[src/rtl/multi_port_fifo_if.sv]
// Handshake bundle for multi_port_fifo: multi-lane enqueue and dequeue ports plus occupancy.
interface multi_port_fifo_if #(
    parameter int unsigned DATA_WIDTH = 32,
    parameter int unsigned FIFO_DEPTH = 8,
    parameter int unsigned ENQ_LANES  = 2,
    parameter int unsigned DEQ_LANES  = 2
);
    logic [ENQ_LANES-1:0]            valid_enq;
    logic [ENQ_LANES*DATA_WIDTH-1:0] data_enq;
    logic [ENQ_LANES-1:0]            ready_enq;
    logic [DEQ_LANES-1:0]            valid_deq;
    logic [DEQ_LANES-1:0]            ready_deq;
    logic [DEQ_LANES*DATA_WIDTH-1:0] data_deq;
    logic [$clog2(FIFO_DEPTH+1)-1:0] count;

    // Producer/consumer side.
    modport master (
        output valid_enq,
        output data_enq,
        input  ready_enq,
        input  valid_deq,
        output ready_deq,
        input  data_deq,
        input  count
    );

    // FIFO side.
    modport slave (
        input  valid_enq,
        input  data_enq,
        output ready_enq,
        output valid_deq,
        input  ready_deq,
        output data_deq,
        output count
    );
endinterface

[src/rtl/multi_port_fifo.sv]
// Circular-buffer FIFO accepting up to ENQ_LANES entries and releasing up to DEQ_LANES
// entries per cycle. Lanes are taken as a contiguous prefix from lane 0; status outputs
// depend on registered occupancy only, so there is no enqueue-to-dequeue bypass.
module multi_port_fifo #(
    parameter int unsigned DATA_WIDTH = 32,
    parameter int unsigned FIFO_DEPTH = 8,
    parameter int unsigned ENQ_LANES  = 2,
    parameter int unsigned DEQ_LANES  = 2
) (
    input  logic             clk,
    input  logic             rst,
    input  logic             flush,
    multi_port_fifo_if.slave bus
);
    localparam int unsigned PTR_W = (FIFO_DEPTH > 1) ? $clog2(FIFO_DEPTH) : 1;
    localparam int unsigned SLOTS = 1 << PTR_W;
    localparam int unsigned CNT_W = $clog2(FIFO_DEPTH + 1);

    logic [DATA_WIDTH-1:0] r_mem [SLOTS];
    logic [PTR_W-1:0]      r_head;
    logic [PTR_W-1:0]      r_tail;
    logic [CNT_W-1:0]      r_count;

    logic [CNT_W-1:0]      w_free;
    logic [CNT_W-1:0]      w_n_enq;
    logic [CNT_W-1:0]      w_n_deq;
    logic                  w_run_enq;
    logic                  w_run_deq;
    logic [PTR_W-1:0]      w_wr_idx [ENQ_LANES];
    logic [PTR_W-1:0]      w_rd_idx [DEQ_LANES];

    // Per-lane space/availability flags from the registered occupancy.
    always_comb begin
        w_free        = CNT_W'(FIFO_DEPTH) - r_count;
        bus.ready_enq = '0;
        bus.valid_deq = '0;
        for (int k = 0; k < ENQ_LANES; k++) begin
            bus.ready_enq[k] = int'(w_free) > k;
        end
        for (int k = 0; k < DEQ_LANES; k++) begin
            bus.valid_deq[k] = int'(r_count) > k;
        end
        bus.count = r_count;
    end

    // Transfer counts: leading ones of the lane handshakes; a gap stops the prefix.
    always_comb begin
        w_n_enq   = '0;
        w_run_enq = 1'b1;
        for (int k = 0; k < ENQ_LANES; k++) begin
            w_run_enq = w_run_enq & bus.valid_enq[k] & bus.ready_enq[k];
            w_n_enq   = w_n_enq + CNT_W'(w_run_enq);
        end
        w_n_deq   = '0;
        w_run_deq = 1'b1;
        for (int k = 0; k < DEQ_LANES; k++) begin
            w_run_deq = w_run_deq & bus.valid_deq[k] & bus.ready_deq[k];
            w_n_deq   = w_n_deq + CNT_W'(w_run_deq);
        end
    end

    // Slot addresses for each lane; pointer arithmetic wraps at the buffer size.
    always_comb begin
        for (int k = 0; k < ENQ_LANES; k++) begin
            w_wr_idx[k] = r_tail + PTR_W'(k);
        end
        for (int k = 0; k < DEQ_LANES; k++) begin
            w_rd_idx[k] = r_head + PTR_W'(k);
        end
    end

    // Dequeue lane k shows entry head+k; lanes beyond the occupancy are don't-care.
    always_comb begin
        bus.data_deq = '0;
        for (int k = 0; k < DEQ_LANES; k++) begin
            bus.data_deq[k*DATA_WIDTH +: DATA_WIDTH] = r_mem[w_rd_idx[k]];
        end
    end

    // Storage write for accepted lanes; contents are intentionally not reset.
    always_ff @(posedge clk) begin
        if (!rst && !flush) begin
            for (int k = 0; k < ENQ_LANES; k++) begin
                if (CNT_W'(k) < w_n_enq) begin
                    r_mem[w_wr_idx[k]] <= bus.data_enq[k*DATA_WIDTH +: DATA_WIDTH];
                end
            end
        end
    end

    // Pointer and occupancy update; reset and flush both discard everything.
    always_ff @(posedge clk) begin
        if (rst || flush) begin
            r_head  <= '0;
            r_tail  <= '0;
            r_count <= '0;
        end else begin
            r_head  <= r_head + PTR_W'(w_n_deq);
            r_tail  <= r_tail + PTR_W'(w_n_enq);
            r_count <= r_count + w_n_enq - w_n_deq;
        end
    end
endmodule

[src/flat_wrapper.sv]
// flat-port wrapper written by rule: the top's interface ports become plain ports
module multi_port_fifo_flat 
#(
    parameter int unsigned DATA_WIDTH = 32,
    parameter int unsigned FIFO_DEPTH = 8,
    parameter int unsigned ENQ_LANES  = 2,
    parameter int unsigned DEQ_LANES  = 2
)
  (clk, rst, flush, bus_valid_enq, bus_data_enq, bus_ready_enq, bus_valid_deq, bus_ready_deq, bus_data_deq, bus_count);
  multi_port_fifo_if #(.DATA_WIDTH(DATA_WIDTH), .FIFO_DEPTH(FIFO_DEPTH), .ENQ_LANES(ENQ_LANES), .DEQ_LANES(DEQ_LANES)) bus_i ();
  input  logic clk;
  input  logic rst;
  input  logic flush;
  input wire logic [$bits(bus_i.valid_enq)-1:0] bus_valid_enq;
  input wire logic [$bits(bus_i.data_enq)-1:0] bus_data_enq;
  output wire logic [$bits(bus_i.ready_enq)-1:0] bus_ready_enq;
  output wire logic [$bits(bus_i.valid_deq)-1:0] bus_valid_deq;
  input wire logic [$bits(bus_i.ready_deq)-1:0] bus_ready_deq;
  output wire logic [$bits(bus_i.data_deq)-1:0] bus_data_deq;
  output wire logic [$bits(bus_i.count)-1:0] bus_count;
  assign bus_i.valid_enq = bus_valid_enq;
  assign bus_i.data_enq = bus_data_enq;
  assign bus_ready_enq = bus_i.ready_enq;
  assign bus_valid_deq = bus_i.valid_deq;
  assign bus_i.ready_deq = bus_ready_deq;
  assign bus_data_deq = bus_i.data_deq;
  assign bus_count = bus_i.count;
  multi_port_fifo #(.DATA_WIDTH(DATA_WIDTH), .FIFO_DEPTH(FIFO_DEPTH), .ENQ_LANES(ENQ_LANES), .DEQ_LANES(DEQ_LANES)) u_core (.clk(clk), .rst(rst), .flush(flush), .bus(bus_i));
endmodule
[config.mk]
export PLATFORM = sky130hd
export DESIGN_NAME = multi_port_fifo_flat
export DESIGN_NICKNAME = d
export VERILOG_FILES = /design/src/rtl/multi_port_fifo_if.sv /design/src/rtl/multi_port_fifo.sv /design/src/flat_wrapper.sv
export SDC_FILE = /design/constraint.sdc
export NUM_CORES = 1
export LEC_CHECK = 0
export ABC_AREA = 1
export ABC_CLOCK_PERIOD_IN_PS = 9000
export BUFFER_PORTS_ARGS = -buffer_cell sky130_fd_sc_hd__buf_2
export CAP_MARGIN = 20
export CORE_UTILIZATION = 35
export CTS_CLUSTER_DIAMETER = 150
export CTS_CLUSTER_SIZE = 8
export DETAILED_ROUTE_END_ITERATION = 16
export GPL_TIMING_DRIVEN = 0
export MAX_ROUTING_LAYER = met4
export PLACE_DENSITY = 0.57
export SLEW_MARGIN = 20
export SYNTH_ARGS = -nofsm -noshare
export SYNTH_HDL_FRONTEND = slang
export SYNTH_SLANG_ARGS = --single-unit
[constraint.sdc]
create_clock -name clk -period 9 [get_ports clk]
set_input_delay 0 -clock clk [delete_from_list [all_inputs] [get_ports clk]]
set_output_delay 0 -clock clk [all_outputs]
set_load 0.005 [all_outputs]
==> flow_summary.json <==
{
  "layout_min_cycle_time_ns": 3.711,
  "worstReg2RegStart": "u_core.bus.count[1]$_SDFF_PP0_",
  "routabilityCongestion": 0.9576,
  "pwr-share-comb": 0.389,
  "path_cells": "nor2_1, nand3_1, nand2_1, nor2_1, ha_1, nand3_4, buf_2, clkbuf_1, o21ai_4, buf_16, buf_16",
  "grt_pass1_vias": 19030,
  "critPathKind": "register to register",
  "rows": 84,
  "drc": 7,
  "cts_buffer_depth": 3,
  "h-tree-depth": 2,
  "hold_class": "primary input to register",
  "yosysSeqAreaShare": 0.4185,
  "worst_pin_slew_ns": 1.118,
  "switching_share": 0.4061,
  "violations": "design-rule violations",
  "p_int_mw": 2.693,
  "synthesis.area_mm2": 0.01885,
  "path_max_fanout": 15,
  "synthTopCellsByArea": "edfxtp_1 41%, nand2_1 25%, nand3_1 11%",
  "power.switching_mw": 1.841,
  "rr_endpoint": "u_core.r_mem[0][21]$_DFFE_PP_",
  "grt_pass1_wl_mm": 117.7,
  "ys.flop_type": "edfxtp_1",
  "diodes": 0,
  "clk_pin_slew_ns": 0.05,
  "synth_top_cell_by_area": "edfxtp_1",
  "die-width_um": 234.0,
  "slew-limit-headroom": 0.2546,
  "skew_ns": 0.02494,
  "clock_latency_ns": 0.57,
  "fill_cells": 5394,
  "cpMaxStageDelayCell": "o21ai_4",
  "powerDensity_mw_per_mm2": 199.7,
  "drive_gt1_frac": 0.1021,
  "tns_ns": 0,
  "cp-end-kind": "register",
  "min_path_cells": 3,
  "synthCells": 2754,
  "p_seq_frac": 0.311,
  "final_core_util": 0.4294,
  "cp-start-kind": "register",
  "grt_antenna_before_repair": 1,
  "cap_viol_max_count": 0,
  "startpoint": "u_core.bus.count[1]$_SDFF_PP0_",
  "yosysWarnings": 0,
  "yosys.area.top_type_share": 0.4079,
  "ir_drop_uv": 188.4,
  "finalSetupViolCount": 0,
  "critPathBufInv": 4,
  "io_pins": 143,
  "cp.arrival_ns": 3.97,
  "first_pass_iters": 12,
  "final_nets": 3098,
  "synth-edff-count": 256,
  "cts_root_buf": "clkbuf_16",
  "p_leak_nw": 10.45,
  "dp_cells": 3567,
  "syn_area_per_cell_um2": 6.843,
  "io_buffers": 110,
  "start_util": 0.3565,
  "cp.required_ns": 9.26,
  "cts_buffers": 39,
  "grt.overflow.total": 0,
  "ant_nets": 0,
  "ys_async_sr_fraction": 0,
  "hold_end": "u_core.r_mem[7][26]$_DFFE_PP_",
  "grt_setup_unrepaired": "false",
  "outcome": "finished with violations",
  "die_h_um": 234.0,
  "r2r_setup_slack_ns": 5.29,
  "vias_per_cell": 5.369,
  "clkPwrFrac": 0.300,
  "synth_fp_nets": 2842,
  "slew_viol_final": 0,
  "hpwlAfterDp_mm": 56.53,
  "hold_viol_final": 0,
  "instances_no_fill": 3706,
  "grt_usage": 0.3030,
  "cts_resized": 0,
  "core_area_mm2": 0.05287,
  "clock_sinks": 266,
  "vias": 19900,
  "reg2regPathDepth": 11,
  "drt_iter0_markers": 2362,
  "synth_seq_cells": 266,
  "hp-start": "bus_data_enq[58]",
  "path_delay_family": "buffers and inverters",
  "wl_mm": 80.82,
  "synthTopCellsByCount": "1231 x nand2_1, 397 x nand3_1, 313 x inv_1",
  "syn_to_final_growth_pct": 20.47,
  "dieArea_mm2": 0.05478,
  "grt_max_degree": 18,
  "fmax_mhz": 269.4,
  "cts_tree": "yes",
  "finalCritPeriodShare": 0.4124,
  "ys_types": 27,
  "wire_per_inst_um": 21.81,
  "p_total_mw": 4.534,
  "slowest_delay_ns": 0.60,
  "yosys.cell_count.top_type": "nand2_1"
}
## registers in the layout, summed over array words and instances (netlist names)
name              flops
u_core.r_mem        256
u_core.bus.count      4
u_core.r_head         3
u_core.r_tail         3
## what timing repair did
| item | CTS | global route |
|---|---|---|
| endpoints found under the hold margin | 251 | 0 |
| buffers inserted | 0 | 0 |
| hold buffers | 90 | 0 |
## cell usage in the layout, fill, tap and decap left out
master,instances
xnor2_2,1
dlygate4sd3_1,90
nor2_4,3
nand3_4,2
nor2_2,4
nand3_2,2
dfxtp_1,10
nand2_1,1231
inv_1,313
xor2_1,3
ha_1,13
edfxtp_1,256
inv_4,1
fa_1,4
clkbuf_1,97
inv_6,1
clkinv_4,1
clkinv_8,1
buf_12,2
nor2_1,17
buf_16,13
nand3_1,397
buf_4,2
nand4_1,1
o21ai_1,45
inv_2,6
o21bai_1,128
clkinv_2,1
buf_2,214
buf_1,19
buf_6,6
a21oi_1,2
o21ai_4,8
clkbuf_16,40
o21ai_0,84
## through the flow
step                      hold WS, ns  instance area (µm²)  setup slack [ns]
after floorplan                0.1653                18850             4.572
after global placement         0.3021                20260             1.172
after detailed placement       0.3116                20740             5.382
after CTS                    0.009553                22700             5.383
after global routing          0.02918                22700             5.185
final                         0.01695                22700             5.289
## worst max-delay path by stage
stage | slack, ns | end | cells after the start
final | 5.29 | u_core.r_mem[0][21]$_DFFE_PP_ | 11
after detailed placement | 5.38 | u_core.r_mem[0][18]$_DFFE_PP_ | 11
after CTS | 5.38 | u_core.r_mem[0][10]$_DFFE_PP_ | 11
after floorplan | 4.57 | u_core.r_mem[4][0]$_DFFE_PP_ | 9
after global routing | 5.19 | u_core.r_mem[0][10]$_DFFE_PP_ | 11
after global placement | 1.17 | u_core.r_mem[4][13]$_DFFE_PP_ | 9
## metal layers
metal | track usage | vias to the layer above | part of all wire
li1 | - | 9217 | -
met1 | 0.3747 | 9156 | 0.39
met2 | 0.4777 | 1261 | 0.46
met3 | 0.05229 | 263 | 0.11
met4 | 0.1473 | 0 | 0.049
met5 | - | - | 0
## power by group through the flow
stage	registers [mW]	clock network, mW	logic (mW)
after CTS	1.41	1.37	1.72
after global routing	1.41	1.41	1.89
after detailed placement	1.44	0	1.68
after floorplan	1.43	0	0.961
after global placement	1.44	0	1.64
final	1.41	1.36	1.76
## area by class of cell
cell class | count | area (µm²) | share of cell area
well taps | 688 | 860.8 | 0.03792
clock inverters | 3 | 33.78 | 0.001488
clock buffers | 46 | 1023 | 0.04508
multi-input cells | 1945 | 8823 | 0.3886
flip-flops and latches | 266 | 7888 | 0.3474
repair buffers | 215 | 1849 | 0.08145
plain buffers | 222 | 1016 | 0.04475
inverters | 321 | 1209 | 0.05324
## kinds of logic after synthesis
group | after synthesis | synth area share
AND/OR/NAND/NOR | 1657 | 0.3604
buffers and inverters | 543 | 0.1180
AO/OA/AOI/OAI | 267 | 0.08790
flip-flops | 266 | 0.4185
adder cells (fa/ha/maj) | 17 | 0.01288
XOR/XNOR | 4 | 0.002258
## tightest hold or removal path, stage by stage
cell and delay, ns:
clkbuf_1 0.23, nand2_1 0.13, nand2_1 0.05
Note: power is estimated with default switching activity, not from simulation.
